===== src/rtl/oram_pkg.sv =====
// Shared types and constants for the OpenRAM program-store port arbiter.
// Build option ORAM_RDBACK_EN (see oram_port_arbiter) does not affect this package.
package oram_pkg;

    localparam int unsigned ORAM_AW  = 9;
    localparam int unsigned ORAM_DW  = 32;
    localparam logic [11:0] CTRL_OFS = 12'h800;

    typedef enum logic [1:0] {
        SLOT_NONE,
        SLOT_CPU,
        SLOT_WB
    } slot_e;

    typedef enum logic [1:0] {
        IDLE,
        WB_RD,
        WB_ACK
    } wb_state_e;

    // CTRL register read view: bit0 load_mode, bit1 cpu_pending, rest zero.
    function automatic logic [ORAM_DW-1:0] ctrl_rdata(input logic load_mode,
                                                     input logic cpu_pending);
        return {{(ORAM_DW - 2){1'b0}}, cpu_pending, load_mode};
    endfunction

endpackage


===== src/rtl/oram_wb_decode.sv =====
// Wishbone address decode for the program store: 4 KiB window split into RAM words and CTRL.
// Purely combinational; unaffected by ORAM_RDBACK_EN.
module oram_wb_decode
    import oram_pkg::*;
#(
    parameter logic [31:0] BASE_ADDR = 32'h3000_0000
) (
    input  logic               cyc_i,
    input  logic               stb_i,
    input  logic [31:0]        adr_i,
    output logic               hit_o,
    output logic               ctrl_o,
    output logic [ORAM_AW-1:0] word_o
);

    // Byte lane bits carry no information for word-wide accesses.
    logic unused_adr;
    assign unused_adr = ^adr_i[1:0];

    assign hit_o  = cyc_i & stb_i & (adr_i[31:12] == BASE_ADDR[31:12]);
    assign ctrl_o = |(adr_i[11:0] & CTRL_OFS);
    assign word_o = adr_i[10:2];

endmodule


===== src/rtl/oram_port_arbiter.sv =====
// Shares the single-port OpenRAM program store between core fetch and the Wishbone slave.
// Define ORAM_RDBACK_EN to let Wishbone RAM reads take a slot and return real data.
module oram_port_arbiter
    import oram_pkg::*;
#(
    parameter logic [31:0] BASE_ADDR   = 32'h3000_0000,
    parameter int unsigned WB_MAX_WAIT = 4,
    parameter logic        LOAD_RST    = 1'b1
) (
    input  logic               wb_clk_i,
    input  logic               wb_rst_i,

    input  logic               wbs_cyc_i,
    input  logic               wbs_stb_i,
    input  logic               wbs_we_i,
    input  logic [3:0]         wbs_sel_i,
    input  logic [31:0]        wbs_adr_i,
    input  logic [31:0]        wbs_dat_i,
    output logic [31:0]        wbs_dat_o,
    output logic               wbs_ack_o,

    input  logic               cpu_req,
    input  logic [ORAM_AW-1:0] cpu_addr,
    output logic               cpu_gnt,
    output logic               cpu_rvalid,
    output logic [ORAM_DW-1:0] cpu_rdata,
    output logic               cpu_rst_o,

    output logic               ram_csb,
    output logic               ram_web,
    output logic [3:0]         ram_wmask,
    output logic [ORAM_AW-1:0] ram_addr,
    output logic [ORAM_DW-1:0] ram_din,
    input  logic [ORAM_DW-1:0] ram_dout
);

    localparam int unsigned      WaitW   = $clog2(WB_MAX_WAIT + 1);
    localparam logic [WaitW-1:0] WaitMax = WaitW'(WB_MAX_WAIT);

    logic               wb_hit;
    logic               wb_ctrl;
    logic [ORAM_AW-1:0] wb_word;

    oram_wb_decode #(
        .BASE_ADDR (BASE_ADDR)
    ) u_decode (
        .cyc_i  (wbs_cyc_i),
        .stb_i  (wbs_stb_i),
        .adr_i  (wbs_adr_i),
        .hit_o  (wb_hit),
        .ctrl_o (wb_ctrl),
        .word_o (wb_word)
    );

    wb_state_e          state_q;
    logic               ack_q;
    logic [ORAM_DW-1:0] dat_q;
    logic               load_mode_q;
    logic [WaitW-1:0]   wait_cnt_q;
    logic               cpu_rvalid_q;

    slot_e              slot;
    logic               wb_accept;
    logic               wb_ram;
    logic               wb_need_slot;
    logic               wb_starved;

    // A held strobe is not re-accepted while its ack is still showing.
    assign wb_accept = wb_hit & (state_q == IDLE) & ~ack_q;
    assign wb_ram    = wb_accept & ~wb_ctrl;

`ifdef ORAM_RDBACK_EN
    assign wb_need_slot = wb_ram;
`else
    assign wb_need_slot = wb_ram & wbs_we_i;
`endif

    assign wb_starved = wb_need_slot & (wait_cnt_q == WaitMax);

    always_comb begin
        slot = SLOT_NONE;
        if (wb_rst_i) begin
            slot = SLOT_NONE;
        end else if (load_mode_q) begin
            if (wb_need_slot) begin
                slot = SLOT_WB;
            end
        end else if (cpu_req && !wb_starved) begin
            slot = SLOT_CPU;
        end else if (wb_need_slot) begin
            slot = SLOT_WB;
        end
    end

    always_comb begin
        ram_csb   = 1'b1;
        ram_web   = 1'b1;
        ram_wmask = 4'h0;
        ram_addr  = '0;
        ram_din   = '0;
        case (slot)
            SLOT_CPU: begin
                ram_csb  = 1'b0;
                ram_addr = cpu_addr;
            end
            SLOT_WB: begin
                ram_csb   = 1'b0;
                ram_web   = ~wbs_we_i;
                ram_wmask = wbs_sel_i;
                ram_addr  = wb_word;
                ram_din   = wbs_dat_i;
            end
            default: ;
        endcase
    end

    assign cpu_gnt    = (slot == SLOT_CPU);
    assign cpu_rvalid = cpu_rvalid_q;
    assign cpu_rdata  = cpu_rvalid_q ? ram_dout : '0;
    assign cpu_rst_o  = wb_rst_i | load_mode_q;
    assign wbs_ack_o  = ack_q;
    assign wbs_dat_o  = dat_q;

    always_ff @(posedge wb_clk_i) begin
        if (wb_rst_i) begin
            state_q      <= IDLE;
            ack_q        <= 1'b0;
            dat_q        <= '0;
            load_mode_q  <= LOAD_RST;
            wait_cnt_q   <= '0;
            cpu_rvalid_q <= 1'b0;
        end else begin
            cpu_rvalid_q <= (slot == SLOT_CPU);
            ack_q        <= 1'b0;

            if (slot == SLOT_WB) begin
                wait_cnt_q <= '0;
            end else if (wb_need_slot && (wait_cnt_q != WaitMax)) begin
                wait_cnt_q <= wait_cnt_q + WaitW'(1);
            end

            case (state_q)
                IDLE: begin
                    if (wb_accept) begin
                        if (wb_ctrl) begin
                            if (wbs_we_i) begin
                                load_mode_q <= wbs_dat_i[0];
                            end
                            dat_q   <= wbs_we_i ? '0 : ctrl_rdata(load_mode_q, cpu_req);
                            ack_q   <= 1'b1;
                            state_q <= WB_ACK;
                        end else if (slot == SLOT_WB) begin
                            dat_q <= '0;
                            if (wbs_we_i) begin
                                ack_q   <= 1'b1;
                                state_q <= WB_ACK;
                            end else begin
                                state_q <= WB_RD;
                            end
                        end else if (!wb_need_slot) begin
                            // RAM read without readback support: answer zero, no slot.
                            dat_q   <= '0;
                            ack_q   <= 1'b1;
                            state_q <= WB_ACK;
                        end
                    end
                end
                WB_RD: begin
                    dat_q   <= ram_dout;
                    ack_q   <= 1'b1;
                    state_q <= IDLE;
                end
                WB_ACK: begin
                    state_q <= IDLE;
                end
                default: begin
                    state_q <= IDLE;
                end
            endcase
        end
    end

endmodule


===== config.mk =====
export PLATFORM = sky130hd
export DESIGN_NAME = oram_port_arbiter
export DESIGN_NICKNAME = d
export VERILOG_FILES = /design/src/rtl/oram_pkg.sv /design/src/rtl/oram_wb_decode.sv /design/src/rtl/oram_port_arbiter.sv
export SDC_FILE = /design/constraint.sdc
export NUM_CORES = 1
export LEC_CHECK = 0
export CAP_MARGIN = 30
export CORE_MARGIN = 4
export CORE_UTILIZATION = 33
export CTS_BUF_LIST = sky130_fd_sc_hd__clkbuf_2 sky130_fd_sc_hd__clkbuf_4 sky130_fd_sc_hd__clkbuf_8
export DETAILED_ROUTE_END_ITERATION = 10
export HOLD_SLACK_MARGIN = 0.02
export PLACE_DENSITY = 0.92
export SLEW_MARGIN = 20
export SYNTH_ARGS = -nofsm -noshare
export SYNTH_HDL_FRONTEND = slang
export SYNTH_SLANG_ARGS = --single-unit

===== constraint.sdc =====
create_clock -name wb_clk_i -period 4.66 [get_ports wb_clk_i]
set_input_delay 0.932 -clock wb_clk_i [delete_from_list [all_inputs] [get_ports wb_clk_i]]
set_output_delay 0.932 -clock wb_clk_i [all_outputs]
set_load 0.01 [all_outputs]

==> results of run 1 <==
-- timing repair --
item | 4_1_cts | 5_1_grt
pin swaps | 3 | 0
buffers inserted | 9 | 1
gates resized for setup | 52 | 38
hold buffers | 0 | 0
endpoints found under the setup margin | 48 | 48
-- cells in the mapped netlist (all sizes together), types with 4 or more instances --
master  instances  share of area (%)
and2           68                 16
a22oi          41                 12
dfxtp          40                 30
nor2b          32                7.5
a21oi          31                5.8
clkbuf         30                4.2
o21ai          30                5.6
nor2           14                2.0
nor4            8                1.9
inv             5               0.71
nand2           5               0.71
a211oi          4                1.1
ha              4                1.9
or3             4               0.94
-- state kept, by name, summed over array words and instances (netlist names) --
register,flops
wait_cnt_q,3
cpu_rvalid,1
load_mode_q,1
wbs_ack_o,1
state_q,2
wbs_dat_o,32
-- cell families (layout without fill, tap and decap cells) --
logic type / after synthesis / count (layout)
AO/OA/AOI/OAI: 116 / 116
adder cells (fa/ha/maj): 4 / 4
multiplexers: 2 / 2
flip-flops: 40 / 40
AND/OR/NAND/NOR: 146 / 146
buffers and inverters: 38 / 268
-- per-layer routing --
layer	wire (um)	share of wire, %	up-vias
li1	-	-	1685
met1	4280	35	1658
met2	6480	53	175
met3	1210	10	16
met4	145	1.2	0
met5	0	0	-
-- report_power, final --
part | switching, uW | internal [uW]
combinational | 35.2 | 92.0
clock | 120 | 189
sequential | 0.0000120 | 341
-- critical path, stage by stage --
cell,delay (ps)
clkdlybuf4s50_1,450
nor4_4,340
nand4_1,190
or3_4,430
or4_4,500
ha_4,220
buf_4,140
clkdlybuf4s50_1,470
-- path summary, 6_finish.rpt --
check           startpoint            end  depth (start not counted)
min          wait_cnt_q[0]  wait_cnt_q[0]                          2
max reg2reg      wbs_ack_o   wbs_dat_o[4]                         13
max          wbs_adr_i[22]        cpu_gnt                          8
min reg2reg  wait_cnt_q[0]  wait_cnt_q[0]                          2
-- stage by stage --
step / TNS (ps) / utilization (%) / hold slack [ps] / cell area [um2]
after detailed placement: -7490 / 65.3 / 463 / 5070
after CTS: -285 / 67.7 / 480 / 5260
final: 0 / 67.9 / 527 / 5280
after global placement: -5210 / 65.3 / 459 / 5070
after global routing: -32.7 / 67.9 / 570 / 5280
after floorplan: 0 / - / 444 / 2660
-- area by class of cell --
cell class / count / area [um2] / share of cell area (%)
Multi-Input combinational cell: 268 / 1770 / 33.6
Sequential cell: 40 / 801 / 15.2
Clock inverter: 1 / 30.0 / 0.569
Timing Repair Buffer: 255 / 2430 / 46.1
Inverter: 5 / 18.8 / 0.356
Tap cell: 102 / 128 / 2.42
Clock buffer: 7 / 96.3 / 1.83
==> metrics.md, run 1 <==
| Metric | Value |
|---|---|
| Status | `finished, final reports clean` |
| Clk slew on worst S/H paths | `70 ps` |
| Buffer depth of the longest clock path | `2` |
| Post-synthesis compound-gate area fraction | `27.4%` |
| Pins Over Slew Limit | `0` |
| WL per Instance | `17.9 um` |
| Worst min-delay path class | `reg2reg` |
| Crit-path max FO | `11` |
| Startpoint Class | `input pin` |
| Chip width | `97.8 um` |
| DR DRC count | `0` |
| First-pass DRT Iterations | `5` |
| Setup CP Type | `in2out` |
| Post-synthesis xor/xnor area fraction | `0%` |
| DIE AREA | `0.00956 mm2` |
| YS warnings | `0` |
| Cell Pwr Density | `147 mW/mm2` |
| WL final | `12100 um` |
| Row count | `32` |
| Mux contribution to synthesized area | `0.753%` |
| Die height | `97.8 um` |
| CTS tree | `done` |
| GRT met1 Usage | `24.2%` |
| H-tree Lvls | `2` |
| Met3 usage | `9.36%` |
| # diodes | `0` |
| Initial DRC Count | `127` |
| Skew final | `2.56 ps` |
| Nets | `694` |
| Setup ws final | `69.2 ps` |
| CP endpoint kind | `output port` |
| Root buffer cell | `clkbuf_8` |
| Sequential element share of the synthesized area | `30.1%` |
| Post-route total power | `777 uW` |
| Area delta synth->final | `98.3%` |
| Post-Synth Simple-Gate Area | `34.2%` |
| Min cycle time layout | `4590 ps` |
| Reg2Reg Setup Slack | `1620 ps` |
| Final setup viols | `0` |
| Fin. Hold Viols | `0` |
| DR vias/cell | `5.21` |
| Dpl hpwl | `9200 um` |
| Worst slew pin tran | `849 ps` |
| Total grt overflow | `0` |
| Number of synthesized register bits | `40` |
| IO Count | `230` |
| Worst skew pair latency | `290 ps` |
| Final ANT Viol Nets | `0` |
| Post-Syn Area | `0.00266 mm2` |
| Layout cell share with drive strength beyond 1 | `10.4%` |
| Critical Path AT | `3660 ps` |
| GRT Util Overall | `23.8%` |
| Fin cells | `678` |
| CTS sink cnt | `40` |
| F_max | `0.218 GHz` |
| Leak pwr | `0.00209 uW` |
| Post-Synth Adder-Cell Area | `1.88%` |
| Post-Place Worst Slack | `-267 ps` |
| Core box area | `0.00777 mm2` |
| Worst VDD drop | `0.107 mV` |
| Max-Slew Margin vs Limit | `43.3%` |
| Initial antenna violation count | `0` |
| Max_cap viols | `0` |
| Crit path required time | `3730 ps` |
| Tcrit/Tclk final | `98.5%` |
| Largest net degree at the start of global routing | `38` |
| Placed cell count | `660` |
| Vias post-DR | `3534` |
| Syn Area/Cell | `7.69 um2` |
| EDFF count, synth | `0` |
| Commonest non-fill, non-tap cell in the layout | `clkdlybuf4s50_1` |
| Main combinational cell family by area after synthesis | `simple AND/OR/NAND/NOR gates` |
| Most Used Layer, Global Route | `met2` |
| First-pass GRT wire length | `18600 um` |
| Met2 usage | `45.9%` |
| Asr flop ratio synth | `0%` |
| Fillcell total | `635` |
| CTS Buf Count | `5` |
| Mapped Cells | `346` |
| Commonest cells after routing, fill and taps aside | `clkdlybuf4s50_1 (180), and2_1 (68), a22oi_1 (41)` |
| PortBufs | `227` |
| Vias in the first global route | `3623` |
| Main flop type after synthesis | `dfxtp_1` |
| Global placer's final weighted congestion | `0.857` |
| Initial Util | `34.2%` |
| Syn Nets | `465` |
| Synth unique cells | `39` |
Note: power is estimated with default switching activity, not from simulation.
==> run 2: changes to the inputs <==
--- a/config.mk
+++ b/config.mk
@@ -10,6 +10,7 @@
 export CORE_UTILIZATION = 33
 export CTS_BUF_LIST = sky130_fd_sc_hd__clkbuf_2 sky130_fd_sc_hd__clkbuf_4 sky130_fd_sc_hd__clkbuf_8
 export DETAILED_ROUTE_END_ITERATION = 10
+export GPL_ROUTABILITY_DRIVEN = 0
 export HOLD_SLACK_MARGIN = 0.02
 export PLACE_DENSITY = 0.92
 export SLEW_MARGIN = 20
==> run 2 against run 1 <==
Non-clock buffer count down 10. Critical path depth up 2. Via count down 1.4%. Die area unchanged. Setup slack better by 41 ps. Sequential cell count unchanged. Worst hold slack worse by 33 ps. Cell count down 1.5%. Critical path type unchanged. Largest power group unchanged.
==> metrics.md, run 2 (synthesis results as in run 1) <==
| Metric | Value |
|---|---|
| CP Launch Point | `wbs_adr_i[15]` |
| Cell Pwr Density | `148 mW/mm2` |
| Initial Util | `34.2%` |
| Total grt overflow | `0` |
| Worst skew pair latency | `290 ps` |
| Row count | `32` |
| Hold Crit Start | `wait_cnt_q[2]` |
| Dpl hpwl | `9240 um` |
| Clock power share | `39.6%` |
| Area delta synth->final | `94.8%` |
| Crit-path max FO | `24` |
| Psw | `148 uW` |
| Setup CP Type | `in2out` |
| Leak pwr | `0.00203 uW` |
| Initial antenna violation count | `0` |
| Commonest cells after routing, fill and taps aside | `clkdlybuf4s50_1 (180), and2_1 (68), a22oi_1 (41)` |
| Critical Path AT | `3620 ps` |
| Max FFs per register | `32` |
| Final setup viols | `0` |
| Placed cell count | `659` |
| First-pass GRT wire length | `18000 um` |
| Initial DRC Count | `90` |
| Pins Over Slew Limit | `0` |
| GRT Util Overall | `22.9%` |
| Worst VDD drop | `0.104 mV` |
| IO Count | `230` |
| Sequential power share | `44.4%` |
| WL per Instance | `17.5 um` |
| Crit path required time | `3730 ps` |
| DR vias/cell | `5.22` |
| CTS sink cnt | `40` |
| Max-Slew Margin vs Limit | `41.6%` |
| Post-CTS Hold Buffers | `0` |
| Buffer depth of the longest clock path | `2` |
| Worst slew pin tran | `874 ps` |
| Setup ws final | `110 ps` |
| Fin cells | `668` |
| Pint | `620 uW` |
| First-pass DRT Iterations | `4` |
| Status | `finished, final reports clean` |
| Switching share of power | `19.3%` |
| Sum Neg Setup Slack | `0 ps` |
| CTS tree | `done` |
| Commonest non-fill, non-tap cell in the layout | `clkdlybuf4s50_1` |
| F_max | `0.220 GHz` |
| Core box area | `0.00777 mm2` |
| Fin. Hold Viols | `0` |
| RSZ-0062 raised after global routing | `no` |
| Post-Place Worst Slack | `-286 ps` |
| Layout cell share with drive strength beyond 1 | `7.42%` |
| PortBufs | `227` |
| # diodes | `0` |
| Min cycle time layout | `4550 ps` |
| Worst min-delay path class | `reg2reg` |
| Die height | `97.8 um` |
| Worst r2r src | `wbs_ack_o` |
| Clk slew on worst S/H paths | `70 ps` |
| DR DRC count | `0` |
| Max_cap viols | `0` |
| Logic gate share of total power | `15.9%` |
| Nets | `684` |
| WL final | `11700 um` |
| Root buffer cell | `clkbuf_8` |
| H-tree Lvls | `2` |
| Startpoint Class | `input pin` |
| Skew final | `11.2 ps` |
| Chip width | `97.8 um` |
| Largest net degree at the start of global routing | `38` |
| DIE AREA | `0.00956 mm2` |
| CP endpoint kind | `output port` |
| Vias post-DR | `3486` |
| CTS Buf Count | `5` |
| Tcrit/Tclk final | `97.6%` |
| Final ANT Viol Nets | `0` |
| Vias in the first global route | `3621` |
run 2: cell types whose count changed in the layout (fill, tap and decap cells not counted), moves of 3 or more:
cell	previous run	this run
clkdlybuf4s15_1	7	2
clkbuf_2	11	6
dlymetal6s2s_1	5	2
buf_4	26	16
dlygate4sd2_1	24	37
run 2: metrics by stage:
stage | total power [uW] | hold slack [ps] | utilization (%) | instance area (um2)
final | 769 | 494 | 66.7 | 5180
after global routing | 797 | 502 | 66.7 | 5180
after CTS | 776 | 490 | 66.7 | 5180
after detailed placement | 469 | 478 | 65.2 | 5060
after global placement | 467 | 459 | 65.2 | 5060
after floorplan | 362 | 444 | - | 2660
run 2: cell type report:
class                           instances  area [um2]
Clock buffer                            7        96.3
Fill cell                             654        2580
Multi-Input combinational cell        268        1750
Timing Repair Buffer                  245        2360
Sequential cell                        40         801
Tap cell                              102         128
Inverter                                5        18.8
Clock inverter                          1        30.0
run 2: path summary, 6_finish.rpt:
check	endpoint	slack [ps]	depth (start not counted)
hold reg to reg	wait_cnt_q[2]	490	2
hold / removal	wait_cnt_q[2]	490	2
setup reg to reg	wbs_dat_o[3]	1550	13
setup / recovery	ram_wmask[3]	110	10
run 2: power by group through the flow:
| stage | sequential, uW | combinational [uW] | clock [uW] |
|---|---|---|---|
| 2_1_floorplan | 349 | 13.0 | 0 |
| 6_report | 341 | 122 | 305 |
| 3_5_place_dp | 349 | 119 | 0 |
| 4_1_cts | 341 | 121 | 314 |
| 3_3_place_gp | 349 | 117 | 0 |
| 5_1_grt | 341 | 129 | 326 |
run 2: repair_timing:
item	4_1_cts	5_1_grt
resized for setup	54	18
pin swaps	1	0
setup endpoints to repair	47	13
setup buffers	1	0
run 2: critical path, cell delays in order:
cell	delay (ps)
clkdlybuf4s50_1	470
nor4_4	330
nand4_1	160
or3_1	420
buf_4	170
o311ai_1	250
ha_2	280
buf_8	170
and2_1	140
dlygate4sd2_1	290
run 2: layer usage:
layer,GRT usage (%),wire length [um],vias to the layer above
met1,22.4,4130,1637
met2,43.3,6100,164
li1,-,-,1665
met3,9.50,1150,20
met5,0,0,-
met4,7.77,291,0
==> run 3: changes to the inputs <==
--- a/config.mk
+++ b/config.mk
@@ -12,7 +12,7 @@
 export DETAILED_ROUTE_END_ITERATION = 10
 export GPL_ROUTABILITY_DRIVEN = 0
 export HOLD_SLACK_MARGIN = 0.02
-export PLACE_DENSITY = 0.92
+export PLACE_DENSITY = 0.91
 export SLEW_MARGIN = 20
 export SYNTH_ARGS = -nofsm -noshare
 export SYNTH_HDL_FRONTEND = slang
==> run 3 against run 2 <==
First-iteration DRC count increased by 39%. Critical path depth decreased by 2. Clock power about the same. Non-clock buffer count unchanged. Sequential cell count unchanged. Via count decreased by 1.3%. Routed wire length decreased by 0.15%. Clock-buffer cell count unchanged. Sequential power about the same.
==> metrics.md, run 3 (synthesis results as in run 1) <==
| Metric | Value |
|---|---|
| Status | `finished, final reports clean` |
| Logic gate share of total power | `16.0%` |
| Root buffer cell | `clkbuf_8` |
| Final setup viols | `0` |
| Startpoint Class | `input pin` |
| Vias in the first global route | `3486` |
| First-pass GRT wire length | `17500 um` |
| IO Count | `230` |
| WL final | `11700 um` |
| Clk slew on worst S/H paths | `80 ps` |
| Tcrit/Tclk final | `98.2%` |
| Clock power share | `39.8%` |
| Vias post-DR | `3442` |
| Post-route total power | `773 uW` |
| Crit path required time | `3730 ps` |
| Chip width | `97.8 um` |
| Max_cap viols | `0` |
| Cell Pwr Density | `143 mW/mm2` |
| Max FFs per register | `32` |
| Leak pwr | `0.00268 uW` |
| Post-CTS Hold Buffers | `0` |
| Worst path top cell family by delay | `simple AND/OR/NAND/NOR gates` |
| PortBufs | `227` |
| Worst VDD drop | `0.102 mV` |
| Area of the multi-input gates | `0.00181 mm2` |
| Slowest stage delay, CP | `510 ps` |
| Fin cells | `668` |
| First-pass DRT Iterations | `7` |
| # diodes | `0` |
| Dpl hpwl | `8830 um` |
| Max-Slew Margin vs Limit | `42.2%` |
| Largest net degree at the start of global routing | `38` |
| Total grt overflow | `0` |
| CP endpoint kind | `output port` |
| Reg2Reg Setup Slack | `1950 ps` |
| Row count | `32` |
| Crit-path max FO | `11` |
| Commonest non-fill, non-tap cell in the layout | `clkdlybuf4s50_1` |
| CP cell instances | `clkdlybuf4s50_1 -> nor4_4 -> nand4_1 -> or3_4 -> or4_4 -> ha_4 -> buf_4 -> clkdlybuf4s50_1` |
| Initial Util | `34.2%` |
| Pins Over Slew Limit | `0` |
| Worst min-delay path class | `reg2reg` |
| Area delta synth->final | `104%` |
| Psw | `152 uW` |
| Worst skew pair latency | `290 ps` |
| Buffer depth of the longest clock path | `2` |
| Final ANT Viol Nets | `0` |
| GRT Util Overall | `22.3%` |
| Fin. Hold Viols | `0` |
| Core box area | `0.00777 mm2` |
| Pint | `620 uW` |
| Skew final | `3.70 ps` |
| Worst slew pin tran | `863 ps` |
| Setup CP Type | `in2out` |
| WL per Instance | `17.4 um` |
| DIE AREA | `0.00956 mm2` |
| Critical Path AT | `3640 ps` |
| Initial DRC Count | `125` |
| Layout cell share with drive strength beyond 1 | `6.89%` |
| Initial antenna violation count | `0` |
| Crit-path most repeated cell | `clkdlybuf4s50_1` |
| F_max | `0.219 GHz` |
| Die height | `97.8 um` |
| H-tree Lvls | `2` |
| DR DRC count | `0` |
| CTS tree | `done` |
| Switching share of power | `19.7%` |
| Sum Neg Setup Slack | `0 ps` |
| Nets | `684` |
| Commonest cells after routing, fill and taps aside | `clkdlybuf4s50_1 (181), and2_1 (68), dlymetal6s2s_1 (45)` |
| Sequential cell area | `801 um2` |
| Fillcell total | `628` |
| DR vias/cell | `5.15` |
| CTS sink cnt | `40` |
| Sequential power share | `44.2%` |
| CP bufs+invs | `3` |
| Min cycle time layout | `4580 ps` |
| RSZ-0062 raised after global routing | `no` |
| CTS Buf Count | `5` |
| Slowest-stage cell, CP | `or4_4` |
| Placed cell count | `659` |
==> run 3: metrics by stage <==
stage / worst slack (ps) / cell area, um2 / util, % / hold WS, ps
6_report: 84.1 / 5420 / 69.7 / 487
5_1_grt: 15.2 / 5420 / 69.7 / 522
4_1_cts: 6.84 / 5240 / 67.5 / 493
3_5_place_dp: -292 / 5060 / 65.2 / 480
3_3_place_gp: -222 / 5060 / 65.2 / 458
2_1_floorplan: 632 / 2660 / - / 444
==> run 3: final timing paths <==
check	endpoint	startpoint	depth (start not counted)
worst max-delay path	cpu_gnt	wbs_adr_i[14]	8
worst min-delay path	wait_cnt_q[2]	wait_cnt_q[2]	2
worst max register to register	wbs_ack_o	wbs_ack_o	11
worst min register to register	wait_cnt_q[2]	wait_cnt_q[2]	2
==> run 3: power by group through the flow <==
stage / clock network (uW) / logic [uW] / registers (uW)
floorplan: 0 / 13.0 / 349
global placement: 0 / 117 / 349
detailed placement: 0 / 118 / 349
CTS: 314 / 121 / 341
global route: 334 / 132 / 341
finish: 307 / 124 / 341
==> run 3: layout make-up <==
class,count,area share (%)
clock buffer,7,1.78
clock inverter,1,0.554
timing repair buffer,245,46.8
multi-input combinational,268,33.4
inverter,5,0.346
sequential,40,14.8
tap,102,2.36
==> run 3: timing repair <==
item | CTS | global route
hold endpoints to repair | 0 | 0
resized for setup | 11 | 52
setup buffers | 0 | 1
pin swaps | 3 | 2
setup endpoints to repair | 48 | 46
==> run 3: worst reg2reg max path, cell delays in order, from the launching register on <==
cell and delay (ps):
dfxtp_1 340, nor4b_4 310, nand2_1 110, or3_4 460, o311ai_4 290, ha_4 220, buf_12 160, buf_4 120
nand2b_1 110, a21oi_1 100, nor4_1 310, o21a_1 160
==> run 3: routing by layer <==
| layer | GRT usage, % | part of all wire (%) | vias to the layer above |
|---|---|---|---|
| met4 | 4.79 | 1.3 | 0 |
| met1 | 22.5 | 35 | 1613 |
| li1 | - | - | 1664 |
| met3 | 9.57 | 9.7 | 12 |
| met2 | 42.4 | 54 | 153 |
| met5 | 0 | 0 | - |
